`src/rtl/dmem_arbiter.sv`:
```
// Two-port (cpu/host) arbiter for the single-port data memory: IDLE -> ISSUE -> WAIT -> RESP.
// Optional perf counters (cpu_wait_cnt, host_grant_cnt) are built when DMEM_ARB_PERF_EN is defined.
module dmem_arbiter #(
  parameter  int DATA_W  = 64,
  parameter  int DEPTH   = 1024,
  parameter  int MEM_LAT = 1,
  localparam int IDX_W   = $clog2(DEPTH)
) (
  input  logic              clock,
  input  logic              reset,
  input  logic              cpu_req,
  input  logic              cpu_we,
  input  logic [63:0]       cpu_addr,
  input  logic [DATA_W-1:0] cpu_wdata,
  output logic [DATA_W-1:0] cpu_rdata,
  output logic              cpu_ack,
  output logic              cpu_err,
  output logic              cpu_stall,
  input  logic              host_req,
  input  logic              host_we,
  input  logic [63:0]       host_addr,
  input  logic [DATA_W-1:0] host_wdata,
  output logic [DATA_W-1:0] host_rdata,
  output logic              host_ack,
  output logic              host_err,
  output logic              mem_en,
  output logic              mem_we,
  output logic [IDX_W-1:0]  mem_idx,
  output logic [DATA_W-1:0] mem_wdata,
  input  logic [DATA_W-1:0] mem_rdata,
  output logic [1:0]        dbg_state
`ifdef DMEM_ARB_PERF_EN
  ,
  output logic [31:0]       cpu_wait_cnt,
  output logic [31:0]       host_grant_cnt
`endif
);

  // Handshake: a requester holds req/we/addr/wdata stable until its one-cycle ack,
  // and only IDLE looks at requests; anything seen elsewhere waits for the next IDLE.
  typedef enum logic [1:0] {IDLE = 2'd0, ISSUE = 2'd1, WAIT = 2'd2, RESP = 2'd3} state_t;

  localparam logic        PORT_CPU  = 1'b0;
  localparam logic        PORT_HOST = 1'b1;
  localparam logic [1:0]  LAT_M1    = 2'(MEM_LAT - 1);
  localparam logic [60:0] DEPTH_W   = 61'(DEPTH);

  state_t              state_q, state_d;
  logic                last_win_q, last_win_d;
  logic                port_q, port_d;
  logic                we_q, we_d;
  logic [1:0]          cnt_q, cnt_d;
  logic                mem_en_q, mem_en_d, mem_we_q, mem_we_d;
  logic [IDX_W-1:0]    mem_idx_q, mem_idx_d;
  logic [DATA_W-1:0]   mem_wdata_q, mem_wdata_d;
  logic                cpu_ack_q, cpu_ack_d, cpu_err_q, cpu_err_d;
  logic                host_ack_q, host_ack_d, host_err_q, host_err_d;
  logic [DATA_W-1:0]   cpu_rdata_q, cpu_rdata_d, host_rdata_q, host_rdata_d;

  logic                win_host, win_bad, go_resp, resp_err;
  logic [63:0]         win_addr;
  logic [DATA_W-1:0]   resp_data;

  always_comb begin
    win_host     = (cpu_req && host_req) ? (last_win_q == PORT_CPU) : host_req;
    win_addr     = win_host ? host_addr : cpu_addr;
    win_bad      = (win_addr[2:0] != 3'd0) || (win_addr[63:3] >= DEPTH_W);
    state_d      = state_q;
    last_win_d   = last_win_q;
    port_d       = port_q;
    we_d         = we_q;
    cnt_d        = cnt_q;
    mem_idx_d    = mem_idx_q;
    mem_wdata_d  = mem_wdata_q;
    mem_en_d     = 1'b0;
    mem_we_d     = 1'b0;
    cpu_ack_d    = 1'b0;
    cpu_err_d    = 1'b0;
    cpu_rdata_d  = '0;
    host_ack_d   = 1'b0;
    host_err_d   = 1'b0;
    host_rdata_d = '0;
    go_resp      = 1'b0;
    resp_err     = 1'b0;
    resp_data    = '0;
    case (state_q)
      IDLE: begin
        if (cpu_req || host_req) begin
          last_win_d  = win_host;
          port_d      = win_host;
          we_d        = win_host ? host_we : cpu_we;
          mem_idx_d   = win_addr[IDX_W+2:3];
          mem_wdata_d = win_host ? host_wdata : cpu_wdata;
          if (win_bad) begin
            state_d  = RESP;
            go_resp  = 1'b1;
            resp_err = 1'b1;
          end else begin
            state_d  = ISSUE;
            mem_en_d = 1'b1;
            mem_we_d = we_d;
          end
        end
      end
      ISSUE: begin
        state_d = WAIT;
        cnt_d   = LAT_M1;
      end
      WAIT: begin
        if (cnt_q == 2'd0) begin
          state_d   = RESP;
          go_resp   = 1'b1;
          resp_data = we_q ? '0 : mem_rdata;
        end else begin
          cnt_d = cnt_q - 2'd1;
        end
      end
      RESP:    state_d = IDLE;
      default: state_d = IDLE;
    endcase
    // The response registers are loaded on the edge that enters RESP.
    if (go_resp) begin
      if (port_d == PORT_HOST) begin
        host_ack_d   = 1'b1;
        host_err_d   = resp_err;
        host_rdata_d = resp_data;
      end else begin
        cpu_ack_d   = 1'b1;
        cpu_err_d   = resp_err;
        cpu_rdata_d = resp_data;
      end
    end
  end

  always_ff @(posedge clock or negedge reset) begin
    if (!reset) begin
      state_q      <= IDLE;
      last_win_q   <= PORT_HOST;
      port_q       <= PORT_CPU;
      we_q         <= 1'b0;
      cnt_q        <= 2'd0;
      mem_en_q     <= 1'b0;
      mem_we_q     <= 1'b0;
      mem_idx_q    <= '0;
      mem_wdata_q  <= '0;
      cpu_ack_q    <= 1'b0;
      cpu_err_q    <= 1'b0;
      cpu_rdata_q  <= '0;
      host_ack_q   <= 1'b0;
      host_err_q   <= 1'b0;
      host_rdata_q <= '0;
    end else begin
      state_q      <= state_d;
      last_win_q   <= last_win_d;
      port_q       <= port_d;
      we_q         <= we_d;
      cnt_q        <= cnt_d;
      mem_en_q     <= mem_en_d;
      mem_we_q     <= mem_we_d;
      mem_idx_q    <= mem_idx_d;
      mem_wdata_q  <= mem_wdata_d;
      cpu_ack_q    <= cpu_ack_d;
      cpu_err_q    <= cpu_err_d;
      cpu_rdata_q  <= cpu_rdata_d;
      host_ack_q   <= host_ack_d;
      host_err_q   <= host_err_d;
      host_rdata_q <= host_rdata_d;
    end
  end

  // Gated by reset so the stall request is also quiet while reset is held.
  assign cpu_stall  = reset & cpu_req & ~cpu_ack_q;
  assign cpu_ack    = cpu_ack_q;
  assign cpu_err    = cpu_err_q;
  assign cpu_rdata  = cpu_rdata_q;
  assign host_ack   = host_ack_q;
  assign host_err   = host_err_q;
  assign host_rdata = host_rdata_q;
  assign mem_en     = mem_en_q;
  assign mem_we     = mem_we_q;
  assign mem_idx    = mem_idx_q;
  assign mem_wdata  = mem_wdata_q;
  assign dbg_state  = state_q;

`ifdef DMEM_ARB_PERF_EN
  logic [31:0] cpu_wait_cnt_q, cpu_wait_cnt_d, host_grant_cnt_q, host_grant_cnt_d;

  always_comb begin
    cpu_wait_cnt_d   = cpu_wait_cnt_q;
    host_grant_cnt_d = host_grant_cnt_q;
    if (cpu_stall && (cpu_wait_cnt_q != 32'hFFFF_FFFF))
      cpu_wait_cnt_d = cpu_wait_cnt_q + 32'd1;
    if ((state_q == IDLE) && win_host && (host_grant_cnt_q != 32'hFFFF_FFFF))
      host_grant_cnt_d = host_grant_cnt_q + 32'd1;
  end

  always_ff @(posedge clock or negedge reset) begin
    if (!reset) begin
      cpu_wait_cnt_q   <= 32'd0;
      host_grant_cnt_q <= 32'd0;
    end else begin
      cpu_wait_cnt_q   <= cpu_wait_cnt_d;
      host_grant_cnt_q <= host_grant_cnt_d;
    end
  end

  assign cpu_wait_cnt   = cpu_wait_cnt_q;
  assign host_grant_cnt = host_grant_cnt_q;
`endif

endmodule
```
`config.mk`:
```
export PLATFORM = sky130hd
export DESIGN_NAME = dmem_arbiter
export DESIGN_NICKNAME = d
export VERILOG_FILES = /design/src/rtl/dmem_arbiter.sv
export SDC_FILE = /design/constraint.sdc
export NUM_CORES = 1
export LEC_CHECK = 0
export ABC_CLOCK_PERIOD_IN_PS = 1810
export CORE_AREA = 2 2 208 210
export CTS_BUF_LIST = sky130_fd_sc_hd__clkbuf_16
export DETAILED_ROUTE_END_ITERATION = 10
export DIE_AREA = 0 0 210 212
export PLACE_DENSITY = 0.52
export SETUP_SLACK_MARGIN = 0.5
export SYNTH_ARGS = -nofsm -noshare
export SYNTH_HDL_FRONTEND = slang
export SYNTH_SLANG_ARGS = --single-unit
```
`constraint.sdc`:
```
create_clock -name clock -period 1.81 [get_ports clock]
set_clock_uncertainty 0.15 [all_clocks]
set_input_delay 0.362 -clock clock [delete_from_list [all_inputs] [get_ports clock]]
set_output_delay 0.362 -clock clock [all_outputs]
set_load 0.05 [all_outputs]
```
==> results.toml, run 1 <==
[sta]
slew_violations = 0
rsz0062_at_grt = "yes"
fmax_ghz = 0.531
min_period_ps = 1880
post-route-period-util = 1.04
tightest_slew_ps = 526
finalSetupViolCount = 73
holdWs_ps = 192
relSlewSlack = 0.649
finalHoldViolations = 0
fin_ws_ps = -72.7
fin_tns_setup_ps = -2160

[outcome]
outcome = "complete, but fails checks"
violations = "negative setup slack"

[cells_and_area]
instances_no_fill = 2036
final_area_mm2 = 0.0170
fin_nets = 1802
layout-drive-gt1-share = 0.355
final_util = 0.400
area_delta_synth_final_pct = 107

[synth]
yosys-top-cells-area = "dfrtp_1 65%, nand2_1 9.9%, nor2_1 9.7%"
synthAdderAreaFrac = 0.00457
synthCells = 848
synthSimpleGateAreaFrac = 0.227
synth-xor-area-share = 0
synth_seq_area_share = 0.655
syn_nets = 1177
avgSynthCellArea_um2 = 9.69
synth_mux_area_frac = 0
ys_ff_latch = 215
synth_top_family_by_area = "simple AND/OR/NAND/NOR gates"
ys_types = 33
synth_compound_area_frac = 0.0804
syn_area_mm2 = 0.00822
yosysTopAreaCell = "dfrtp_1"
netlist.area_leader.share = 0.652
yosys_warnings = 0

[critical_path]
path_class = "reg -> reg"
start_kind = "register"
crit_path_max_fanout = 7
cp_common_cell = "buf_6"
crit_buf_inv = 5
max_stage_delay_ps = 550
cp.required_ps = 2110
arrival_ps = 2190
cpMaxStageDelayCell = "dfstp_2"
crit_chain = "buf_6 -> a21boi_4 -> a22oi_2 -> buf_6 -> buf_8 -> buf_12 -> clkbuf_16 -> nor2_2"
worstSetupEndpointType = "register"
crit_family = "buffers and inverters"

[floorplanning]
rows = 76
start_util = 0.193
die_w_um = 210
core_mm2 = 0.0425
die-area_mm2 = 0.0445
io_pins = 537
chipHeight_um = 212

[cts]
cts_tree = "done"
clockBufferDepth = 3
cts_max_level = 1
cts_inserted_buffers = 27
clk_latency_ps = 560
clk_pin_slew_worst_paths_ps = 60
cts_num_sinks = 215
root_buffer = "clkbuf_16"

[min_path]
holdCritPathClass = "in -> async"

[placed_design]
gp_congestion = 0.798
dp.cells = 1935
hpwl_mm = 26.4
numPortBuffers = 536
pre_cts_ws_ps = -715
placed_area_mm2 = 0.0143

[global_routing]
grt_start_max_net_pins = 77
grt_pass1_vias = 8770
grt_pass1_wl_mm = 53.5
track_usage = 0.160
overflow = 0
antenna_found_initial = 1

[routing]
wl_met3_mm = 2.32
drt-total-wl_mm = 38.1
drtIter0Drc = 436
drtPass1Iterations = 4
vias_per_cell = 4.22
vias = 8592
highest_layer = "met4"
ant_nets = 0
met1_length_mm = 15.2
route.met2.wl_mm = 19.1
drc = 0
wl_per_cell_um = 18.7

[power_and_ir_drop]
power_mw = 30.5
cellPowerDensity_mw_per_mm2 = 1790
ir_worst_vdd_mv = 0.658
leakage_nw = 7.54

[run]
drv_cap = 0
==> Yosys cell counts, drive strengths merged <==
master / instances
nand2: 217
dfrtp: 214
nor2: 212
a31oi: 75
buf: 29
clkbuf: 25
nor4: 22
inv: 9
nand4: 7
a21oi: 6
nor3: 6
a211oi: 3
ha: 3
a2111oi: 2
and2: 2
and4: 2
o21ai: 2
o22ai: 2
a21bo: 1
a21boi: 1
a21o: 1
a22o: 1
a22oi: 1
a31o: 1
dfstp: 1
nand3: 1
nor3b: 1
o21a: 1
==> cell families after synthesis <==
kind of cell    after synthesis
compound gates               97
fa+ha+maj                     3
buf+inv                      63
flops                       215
simple gates                470
==> power by group <==
group / internal (mW) / leakage [nW] / switching (mW)
clock: 2.68 / 0.412 / 2.14
combinational: 7.27 / 4.38 / 11.3
sequential: 6.35 / 2.75 / 0.726
total: 16.3 / 7.54 / 14.2
==> area by class of cell <==
class / instances / area, um^2
fillers: 4179 / 25500
repair buffers: 650 / 6680
flip-flops and latches: 215 / 5390
multi-input cells: 570 / 3440
well taps: 546 / 683
clock buffers: 27 / 676
clock inverters: 18 / 88.8
inverters: 9 / 46.3
diodes: 1 / 2.50
==> flip-flops by register name, indices dropped and copies added, names as in the netlist <==
register,cells
cpu_rdata,64
host_rdata,64
mem_wdata,64
mem_idx,10
cnt_q,2
dbg_state,2
cpu_ack,1
cpu_err,1
host_ack,1
host_err,1
last_win_q,1
mem_en,1
mem_we,1
port_q,1
we_q,1
==> tightest hold or removal path, stage by stage <==
cell           delay (ps)
buf_8                  80
dlygate4sd3_1         530
buf_4                 320
==> final timing paths <==
check | startpoint | to | slack (ps) | depth (start not counted)
worst max-delay path | last_win_q | host_rdata[20] | -70 | 8
worst min-delay path | reset | host_rdata[60] | 190 | 3
worst max register to register | last_win_q | host_rdata[20] | -70 | 8
worst min register to register | mem_wdata[60] | mem_wdata[60] | 400 | 2
max in group asynchronous | reset | mem_wdata[39] | 520 | 4
min in group clock | mem_rdata[55] | cpu_rdata[55] | 210 | 3
==> cell usage in the layout, fill, tap and decap left out, drive strengths merged, types with 3 or more instances in the layout <==
master | Yosys | routed
dfrtp | 214 | 214
clkdlybuf4s50 | 0 | 323
nor4 | 22 | 22
clkinv | 0 | 8
nor2 | 212 | 212
nand4 | 7 | 7
ha | 3 | 3
a211oi | 3 | 3
nor3 | 6 | 6
buf | 29 | 318
nand2 | 217 | 217
a21oi | 6 | 6
inv | 9 | 19
clkbuf | 25 | 33
a31oi | 75 | 75
==> per-layer routing <==
layer  vias to the layer above  track usage
met5                         -            0
met3                        64       0.0290
met4                         0       0.0602
met2                       338        0.281
li1                       4048            -
met1                      4142        0.195
==> what timing repair did <==
action | CTS | global route
cloned | 15 | 7
endpoints found under the setup margin | 425 | 534
hold buffers | 1 | 0
pin swaps | 45 | 19
endpoints found under the hold margin | 19 | 0
setup buffers | 26 | 6
resized for setup | 160 | 136
(Power assumes the default switching activity.)
==> run 2, diff against run 1 <==
--- a/config.mk
+++ b/config.mk
@@ -6,10 +6,12 @@
 export NUM_CORES = 1
 export LEC_CHECK = 0
 export ABC_CLOCK_PERIOD_IN_PS = 1810
-export CORE_AREA = 2 2 208 210
+export CORE_AREA = 2 2 209 211
 export CTS_BUF_LIST = sky130_fd_sc_hd__clkbuf_16
+export CTS_CLUSTER_SIZE = 12
 export DETAILED_ROUTE_END_ITERATION = 10
-export DIE_AREA = 0 0 210 212
+export DIE_AREA = 0 0 211 213
+export MAX_ROUTING_LAYER = met4
 export PLACE_DENSITY = 0.52
 export SETUP_SLACK_MARGIN = 0.5
 export SYNTH_ARGS = -nofsm -noshare
==> run 2 against run 1 <==
  * The flow finishes with violations (negative hold slack, negative setup slack)
  * Largest cell class unchanged
  * Design area fell by 3.7%
  * Flip-flop and latch count unchanged
  * Critical path depth shrank 1
  * Worst hold slack worse by 520 ps
  * Largest power group unchanged
  * Maximum frequency is 0.78% higher
  * Core utilization fell by 1.6 points
  * Clock power up 3%
  * Non-clock buffer count fell by 8
  * Via count is 1.3% lower
  * First-iteration DRC count up 5.5%
  * Critical path type unchanged
  * Routed wire length shrank 1.2%
==> results.toml, run 2 (synthesis gave the netlist of run 1 again) <==
[outcome]
outcome = "complete, but fails checks"
violations = "negative hold slack, negative setup slack"

[critical_path]
crit_chain = "a21boi_4 -> buf_4 -> a22oi_2 -> buf_6 -> buf_4 -> buf_12 -> nor2_1"
ff2ff_path_depth = 7
rr_endpoint = "host_rdata[45]"
worstSetupEndpointType = "register"
cp_common_cell = "buf_4"
cp.required_ps = 2080
arrival_ps = 2140
path_class = "reg -> reg"
crit_buf_inv = 4
cpMaxStageDelayCell = "dfstp_2"
crit_family = "buffers and inverters"
startpoint = "last_win_q"
crit_path_max_fanout = 11
reg2reg_from = "last_win_q"
max_stage_delay_ps = 580
r2r_setup_slack_ps = -60
start_kind = "register"

[global_routing]
grt_pass1_wl_mm = 53.8
overflow = 0
antenna_found_initial = 1
track_usage = 0.164
grt_pass1_vias = 8902
grt_start_max_net_pins = 67

[sta]
fmax_ghz = 0.535
fin_ws_ps = -58.2
relSlewSlack = 0.726
holdWs_ps = -332
finalSetupViolCount = 71
fin_tns_setup_ps = -2500
finalHoldViolations = 59
tightest_slew_ps = 412
slew_violations = 0
min_period_ps = 1870
post-route-period-util = 1.03
rsz0062_at_grt = "yes"

[cts]
clockBufferDepth = 3
clk_pin_slew_worst_paths_ps = 60
cts_max_level = 1
root_buffer = "clkbuf_16"
cts_inserted_buffers = 26
cts_num_sinks = 215
clk_latency_ps = 540
cts_tree = "done"

[placed_design]
placed_area_mm2 = 0.0144
numPortBuffers = 536
gp_congestion = 0.850
pre_cts_ws_ps = -911
hpwl_mm = 27.3

[routing]
wl_per_cell_um = 18.5
drc = 0
drtPass1Iterations = 4
ant_nets = 0
vias = 8483
drt-total-wl_mm = 37.6
vias_per_cell = 4.18
drtIter0Drc = 460

[floorplanning]
core_mm2 = 0.0427
rows = 76
io_pins = 537
die-area_mm2 = 0.0449
chipHeight_um = 213
start_util = 0.193
die_w_um = 211

[power_and_ir_drop]
leakage_nw = 7.44
ir_worst_vdd_mv = 0.638
cellPowerDensity_mw_per_mm2 = 1710

[run]
drv_cap = 0

[cells_and_area]
layout-drive-gt1-share = 0.299
fin_nets = 1793
final_area_mm2 = 0.0164
nFillCells = 4276
final_common_cell = "clkdlybuf4s50_1"
area_delta_synth_final_pct = 99.2
final_util = 0.383
final_cell_mix = "318 x clkdlybuf4s50_1, 246 x buf_4, 209 x dfrtp_1"

[min_path]
holdCritPathClass = "in -> async"
## run 2: cell count changes in the layout (fill, tap and decap cells not counted), sizes merged, moves of 2 or more
cell	before	now
buf	318	315
bufinv	0	2
clkbuf	33	28
clkdlybuf4s50	323	318
clkinv	8	13
dlymetal6s2s	0	3
inv	19	15
## run 2: how the worst max path moves through the flow
stage	end	slack [ps]	cells past startpoint
after CTS	mem_en	-110	5
after global placement	mem_en	-890	7
after global routing	host_rdata[46]	-120	7
after detailed placement	mem_en	-910	7
final	host_rdata[45]	-60	7
after floorplan	dbg_state[1]	50	5
## run 2: where the power goes
group	internal [mW]	total (mW)	switching [mW]
clock network	2.89	4.95	2.06
registers	6.35	7.20	0.852
logic	5.95	15.9	9.92
total	15.2	28.0	12.8
## run 2: through the flow
stage | hold slack (ps) | cells | power (mW)
6_report | -332 | 2031 | 28.0
5_1_grt | -316 | 2031 | 29.4
4_1_cts | -347 | 2020 | 27.9
3_5_place_dp | 244 | 1937 | 21.3
3_3_place_gp | 240 | 1937 | 21.3
2_1_floorplan | -83.6 | 848 | 16.0
## run 2: metal layers
metal / routed length (um) / share of wire / track usage / up-vias
li1: - / - / - / 4021
met4: 1380 / 0.037 / 0.0668 / 0
met3: 1710 / 0.045 / 0.0204 / 72
met5: 0 / 0 / - / -
met2: 19300 / 0.51 / 0.286 / 338
met1: 15200 / 0.40 / 0.191 / 4052
## run 2: area by class of cell
cell class                 instances  area, um^2  share of cell area
timing repair buffer             642        6480               0.396
antenna                            1        2.50            0.000153
clock inverter                    22         161             0.00986
inverter                           9        38.8             0.00237
multi-input combinational        570        2960               0.181
clock buffer                      26         651              0.0397
tap                              546         683              0.0417
sequential                       215        5390               0.329
## run 2: what timing repair did
action | 4_1_cts | 5_1_grt
hold endpoints to repair | 59 | 59
setup buffers | 22 | 9
gates cloned | 13 | 1
resized for setup | 77 | 54
pin swaps | 27 | 43
endpoints found under the setup margin | 425 | 425
